===== src/rtl/hacd_irq_coalesce.sv =====
// hacd_irq_coalesce: per-channel event coalescer that raises sticky level IRQs
// on a count threshold or timeout; configured and acked over a 32-bit reg port.
module hacd_irq_coalesce #(
    parameter int NUM_CH = 2,
    parameter int CNT_W  = 16,
    parameter int TMR_W  = 16
) (
    input  logic              clk_i,
    input  logic              rst_ni,
    input  logic [NUM_CH-1:0] evt_i,
    input  logic              reg_valid_i,
    input  logic              reg_write_i,
    input  logic [11:0]       reg_addr_i,
    input  logic [31:0]       reg_wdata_i,
    input  logic [3:0]        reg_wstrb_i,
    output logic [31:0]       reg_rdata_o,
    output logic              reg_ready_o,
    output logic              reg_error_o,
    output logic [NUM_CH-1:0] irq_o,
    output logic              irq_any_o
);

    typedef enum logic [1:0] {
        ST_IDLE,
        ST_ACCUM,
        ST_FIRE
    } state_e;

    state_e             state_q [NUM_CH];
    state_e             state_d [NUM_CH];
    logic [CNT_W-1:0]   cnt_q   [NUM_CH];
    logic [CNT_W-1:0]   cnt_d   [NUM_CH];
    logic [TMR_W-1:0]   tmr_q   [NUM_CH];
    logic [TMR_W-1:0]   tmr_d   [NUM_CH];
    logic [CNT_W-1:0]   thr_q   [NUM_CH];
    logic [CNT_W-1:0]   thr_d   [NUM_CH];
    logic [TMR_W-1:0]   to_q    [NUM_CH];
    logic [TMR_W-1:0]   to_d    [NUM_CH];
    logic [NUM_CH-1:0]  en_q, en_d;
    logic [NUM_CH-1:0]  ovf_q, ovf_d;

    logic               ready_q, ready_d;
    logic               err_q, err_d;
    logic [31:0]        rdata_q, rdata_d;

    logic               req;
    logic               wr;
    logic [3:0]         ch_sel;
    logic [1:0]         off;
    logic               in_ch;
    logic               is_pend;
    logic               is_ack;
    logic [NUM_CH-1:0]  ch_hit;
    logic [NUM_CH-1:0]  ack;
    logic [NUM_CH-1:0]  hit;

    function automatic logic [31:0] wmerge(
        input logic [31:0] old,
        input logic [31:0] nw,
        input logic [3:0]  strb
    );
        logic [31:0] res;
        res = old;
        for (int b = 0; b < 4; b++) begin
            if (strb[b]) res[8*b +: 8] = nw[8*b +: 8];
        end
        return res;
    endfunction

    // A new request is only sampled while no response is outstanding.
    assign req     = reg_valid_i && !ready_q;
    assign wr      = req && reg_write_i;
    assign ch_sel  = reg_addr_i[7:4];
    assign off     = reg_addr_i[3:2];
    assign in_ch   = (reg_addr_i[11:8] == 4'h0) && (reg_addr_i[1:0] == 2'b00)
                  && ({28'd0, ch_sel} < 32'(NUM_CH));
    assign is_pend = (reg_addr_i == 12'h100);
    assign is_ack  = (reg_addr_i == 12'h104);

    always_comb begin
        ch_hit = '0;
        ack    = '0;
        for (int c = 0; c < NUM_CH; c++) begin
            ch_hit[c] = in_ch && (ch_sel == 4'(c));
            ack[c]    = wr && is_ack && reg_wstrb_i[c/8] && reg_wdata_i[c];
        end
    end

    always_comb begin
        irq_o = '0;
        for (int c = 0; c < NUM_CH; c++) begin
            irq_o[c] = (state_q[c] == ST_FIRE);
        end
    end

    assign irq_any_o = |irq_o;

    always_comb begin
        ready_d = req;
        rdata_d = '0;
        err_d   = 1'b0;
        if (req) begin
            if (in_ch) begin
                for (int c = 0; c < NUM_CH; c++) begin
                    if (ch_hit[c] && !reg_write_i) begin
                        unique case (off)
                            2'd0: rdata_d = {31'd0, en_q[c]};
                            2'd1: rdata_d = 32'(thr_q[c]);
                            2'd2: rdata_d = 32'(to_q[c]);
                            default: begin
                                rdata_d[CNT_W-1:0] = cnt_q[c];
                                rdata_d[30]        = ovf_q[c];
                                rdata_d[31]        = (state_q[c] == ST_FIRE);
                            end
                        endcase
                    end
                end
            end else if (is_pend) begin
                if (!reg_write_i) rdata_d = 32'(irq_o);
            end else if (!is_ack) begin
                err_d = 1'b1;
            end
        end
    end

    always_comb begin
        en_d  = en_q;
        ovf_d = ovf_q;
        hit   = '0;
        for (int c = 0; c < NUM_CH; c++) begin
            thr_d[c]   = thr_q[c];
            to_d[c]    = to_q[c];
            state_d[c] = state_q[c];
            cnt_d[c]   = cnt_q[c];
            tmr_d[c]   = tmr_q[c];
            hit[c] = (cnt_q[c] >= ((thr_q[c] == '0) ? CNT_W'(1) : thr_q[c]))
                  || ((to_q[c] != '0) && (tmr_q[c] >= to_q[c]));
            if (wr && ch_hit[c]) begin
                unique case (off)
                    2'd0: if (reg_wstrb_i[0]) en_d[c] = reg_wdata_i[0];
                    2'd1: thr_d[c] = CNT_W'(wmerge(32'(thr_q[c]), reg_wdata_i, reg_wstrb_i));
                    2'd2: to_d[c]  = TMR_W'(wmerge(32'(to_q[c]), reg_wdata_i, reg_wstrb_i));
                    default: ;
                endcase
            end
            // The new enable is what the event sees in the same cycle.
            if (!en_d[c]) begin
                state_d[c] = ST_IDLE;
                cnt_d[c]   = '0;
                tmr_d[c]   = '0;
                ovf_d[c]   = 1'b0;
            end else begin
                unique case (state_q[c])
                    ST_IDLE: begin
                        if (evt_i[c]) begin
                            state_d[c] = ST_ACCUM;
                            cnt_d[c]   = CNT_W'(1);
                            tmr_d[c]   = '0;
                        end
                    end
                    ST_ACCUM: begin
                        if (evt_i[c] && (cnt_q[c] != '1)) cnt_d[c] = cnt_q[c] + CNT_W'(1);
                        if (tmr_q[c] != '1) tmr_d[c] = tmr_q[c] + TMR_W'(1);
                        if (hit[c]) state_d[c] = ST_FIRE;
                    end
                    ST_FIRE: begin
                        if (ack[c]) begin
                            ovf_d[c] = 1'b0;
                            tmr_d[c] = '0;
                            if (evt_i[c]) begin
                                state_d[c] = ST_ACCUM;
                                cnt_d[c]   = CNT_W'(1);
                            end else begin
                                state_d[c] = ST_IDLE;
                                cnt_d[c]   = '0;
                            end
                        end else if (evt_i[c]) begin
                            if (cnt_q[c] == '1) ovf_d[c] = 1'b1;
                            else cnt_d[c] = cnt_q[c] + CNT_W'(1);
                        end
                    end
                    default: state_d[c] = ST_IDLE;
                endcase
            end
        end
    end

    always_ff @(posedge clk_i or negedge rst_ni) begin
        if (!rst_ni) begin
            ready_q <= 1'b0;
            err_q   <= 1'b0;
            rdata_q <= '0;
            en_q    <= '0;
            ovf_q   <= '0;
            for (int c = 0; c < NUM_CH; c++) begin
                state_q[c] <= ST_IDLE;
                cnt_q[c]   <= '0;
                tmr_q[c]   <= '0;
                thr_q[c]   <= '0;
                to_q[c]    <= '0;
            end
        end else begin
            ready_q <= ready_d;
            err_q   <= err_d;
            rdata_q <= rdata_d;
            en_q    <= en_d;
            ovf_q   <= ovf_d;
            for (int c = 0; c < NUM_CH; c++) begin
                state_q[c] <= state_d[c];
                cnt_q[c]   <= cnt_d[c];
                tmr_q[c]   <= tmr_d[c];
                thr_q[c]   <= thr_d[c];
                to_q[c]    <= to_d[c];
            end
        end
    end

    assign reg_ready_o = ready_q;
    assign reg_error_o = err_q;
    assign reg_rdata_o = rdata_q;

endmodule


===== config.mk =====
export PLATFORM = sky130hd
export DESIGN_NAME = hacd_irq_coalesce
export DESIGN_NICKNAME = d
export VERILOG_FILES = /design/src/rtl/hacd_irq_coalesce.sv
export SDC_FILE = /design/constraint.sdc
export NUM_CORES = 1
export LEC_CHECK = 0
export BUFFER_PORTS_ARGS = -buffer_cell sky130_fd_sc_hd__buf_2
export CAP_MARGIN = 20
export CORE_UTILIZATION = 38
export DETAILED_ROUTE_END_ITERATION = 6
export PLACE_DENSITY = 0.53
export SLEW_MARGIN = 20
export SYNTH_ARGS = -nofsm -noshare
export SYNTH_HDL_FRONTEND = slang
export SYNTH_SLANG_ARGS = --single-unit

===== constraint.sdc =====
create_clock -name clk_i -period 6.35 [get_ports clk_i]
set_input_delay 0.9525 -clock clk_i [delete_from_list [all_inputs] [get_ports clk_i]]
set_output_delay 0.9525 -clock clk_i [all_outputs]
set_load 0.005 [all_outputs]

==> metrics <==
CP max FO 39; status finished clean; Switching Share 23.6%; f_max 265 MHz; launching point of the worst reg2reg path cnt_q[1]; initial core utilization 38.8%; min-delay src thr_q[16]; crit path from reg_addr_i[2]; slew margin rel. 32.5%; sequential area share after synthesis 40.0%; RSZ-0062 raised after global routing false; Final ANT Viol Nets 0; final setup violation count 0; final worst slack 2.58 ns; clock transition at the registers of the reported paths 0.07 ns; synthesized flop and latch total 156; Post-Syn Instances 1076; # clock sinks 156; Hold EP thr_q[16]; number of global-route vias before repair 7601; Worst VDD drop 134 uV; DRC viols 0; Setup Slack @ Placement 1.73 ns; Met3 Routed Length 840 um; post-CTS setup buffer count 0; CTS Buf Count 17; Setup CP Type in -> reg; FF/Latch Area 3900 um^2; global-route wire length before repair 43900 um; P per Cell Area 203 nW/um^2; Mapped Area 9770 um^2; final number of hold-violating endpoints 0; Hold Crit Class reg -> reg; WL final 28000 um; ys async rst share 100%; crit start category primary input; GPL Wtd Cong 0.851; maximum root-to-sink buffer count 2; Worst Reg-to-Reg Cells 8; met2 routed WL 13200 um; Most used DFF post-synth dfrtp_1; Layout Utilization 43.6%; area grow syn2layout 12.4%; CTS Hold Bufs 0; Resized cells post-CTS 0; wl on met1 13000 um; Pint 1700 uW; Comb pwr share 4.3%; Die W 162 um; Filler Cell Count 2504; Final period util 59.3%; gr ovfl total 0; Clock Latency Late Sink 0.44 ns; # nets final 1251; Net Switching 526 uW; CTS tree built; pin count of the biggest net entering global routing 84; Critical Path AT 4.07 ns; MaxCap Viol Count 0; min cycle time layout 3.77 ns; top layer in use met4; Site Rows 58; WHS Path Cells 2; setup tns final 0 ns; core region area 25200 um^2; Pwr Total 2230 uW; Setup crit end kind register; H-tree levels 4; I/O pin count 91; Post-synth EDFFs 0; CTS root buf clkbuf_16; GRT Total Usage 22.2%; Leak 0.00487 uW; worst r2r dst cnt_q[10]; r2r setup slk 3.28 ns; clock share of power 51.0%; Final Skew 0.0158 ns; sequential power share 44.7%; antenna diode count 0; Multi-input gate area 5360 um^2; worst slew pin tran 1.01 ns; initial antenna violation count 0; yosys warns 0; mean routed wirelength per cell 19.2 um; worst endpoint required time 6.66 ns; share of layout cells above drive strength 1 14.0%; DP Wirelength 20700 um; die height 162 um; die footprint 26400 um^2; Syn Area/Cell 9.08 um^2; Max Slew Vio Count 0; synth unique cells 63; routed vias 7988; port bufs 58; vias per inst 5.46; initial detailed-routing violation count 630; DRT Pass-1 Iters 5
==> power by group through the flow <==
stage	clock, uW	combinational, uW	sequential (uW)
floorplan	0	40.0	1010
global placement	0	96.5	1010
detailed placement	0	96.5	1010
CTS	1150	96.7	996
global route	1190	105	995
finish	1130	96.0	996
==> Yosys cell counts, drive strengths merged (9+ instances only) <==
cell type  count  area (um^2)
dfrtp        156         3900
nand2        110          413
o21ai        107          536
nor2          85          322
inv           81          304
ha            76          951
mux2          42          473
a21oi         33          165
clkbuf        31          118
a22oi         29          218
nor4          29          211
nand3         26          130
nor3          26          130
xnor2         25          219
buf           23          146
nand4         19          119
nor2b         14         87.6
o22a          14          123
nand2b        13         81.3
a31oi         10         62.6
and3          10         62.6
o211ai         9         67.6
o31ai          9         72.6
==> through the flow <==
step,cell area [um^2],hold slack [ns],std cells
finish,11000,0.529,1462
global route,11000,0.552,1462
CTS,11000,0.514,1462
detailed placement,10300,0.498,1432
global placement,10300,0.495,1432
floorplan,9820,0.469,1089
==> layout make-up <==
| class | count | area share [%] |
|---|---|---|
| well taps | 330 | 3.76 |
| repair buffers | 67 | 3.32 |
| flip-flops and latches | 156 | 35.5 |
| clock inverters | 11 | 1.66 |
| multi-input cells | 798 | 48.8 |
| inverters | 81 | 2.77 |
| clock buffers | 19 | 4.12 |
==> registers in the layout (all words and copies together) (netlist names) <==
signal and flops:
reg_rdata_o 18, ovf_q 2, reg_ready_o 1, reg_error_o 1
to_q 32, tmr_q 32, en_q 2, state_q 4
thr_q 32, cnt_q 32
==> metal layers <==
metal	global-route usage [%]	vias to the layer above
li1	-	3935
met1	29.8	3864
met2	35.7	152
met3	2.67	37
met4	9.99	0
met5	0	-
==> kinds of logic after synthesis <==
group                      count (synthesis)  share of synthesized area, %
other                                      1                        0.0384
and+or+nand+nor                          370                          19.0
AOI/OAI and AO/OA                        257                          16.7
DFF                                      156                          40.0
xor gates and xnor gates                  31                          2.78
muxes                                     50                          5.92
adders and majority gates                 76                          9.73
buffers and inverters                    135                          5.82
==> cell usage in the layout, fill, tap and decap left out, types with 5 or more instances in the layout <==
master	n
dfrtp_1	156
nand2_1	110
o21ai_0	105
nor2_1	84
inv_1	81
ha_1	76
buf_2	57
mux2_2	42
a21oi_1	33
a22oi_1	29
nor4_1	26
nor3_1	26
nand3_1	26
xnor2_1	25
nand4_1	19
clkbuf_16	17
o22a_1	14
conb_1	14
nand2b_1	13
nor2b_1	13
a31oi_1	10
and3_1	10
o211ai_1	9
buf_4	9
and4_1	8
a211oi_1	8
o31ai_1	8
a21o_1	7
or3_1	7
mux2i_1	6
xor2_1	6
or2_2	5
a22o_1	5
==> how the worst max path moves through the flow <==
stage                            to  slack (ns)
after floorplan           cnt_q[10]        3.49
after global placement    cnt_q[14]        1.80
after detailed placement  cnt_q[10]        1.73
after CTS                  cnt_q[3]        2.18
after global routing      cnt_q[14]        2.32
final                      cnt_q[3]        2.58
==> critical path, stage by stage <==
cell      delay, ns
buf_2          0.57
nor4bb_1       0.61
and4_1         0.40
a21oi_1        0.19
o31ai_4        0.59
nor2_1         0.40
o21ai_0        0.25
o31ai_1        0.09
No activity file was read; power rests on OpenSTA's default activity.
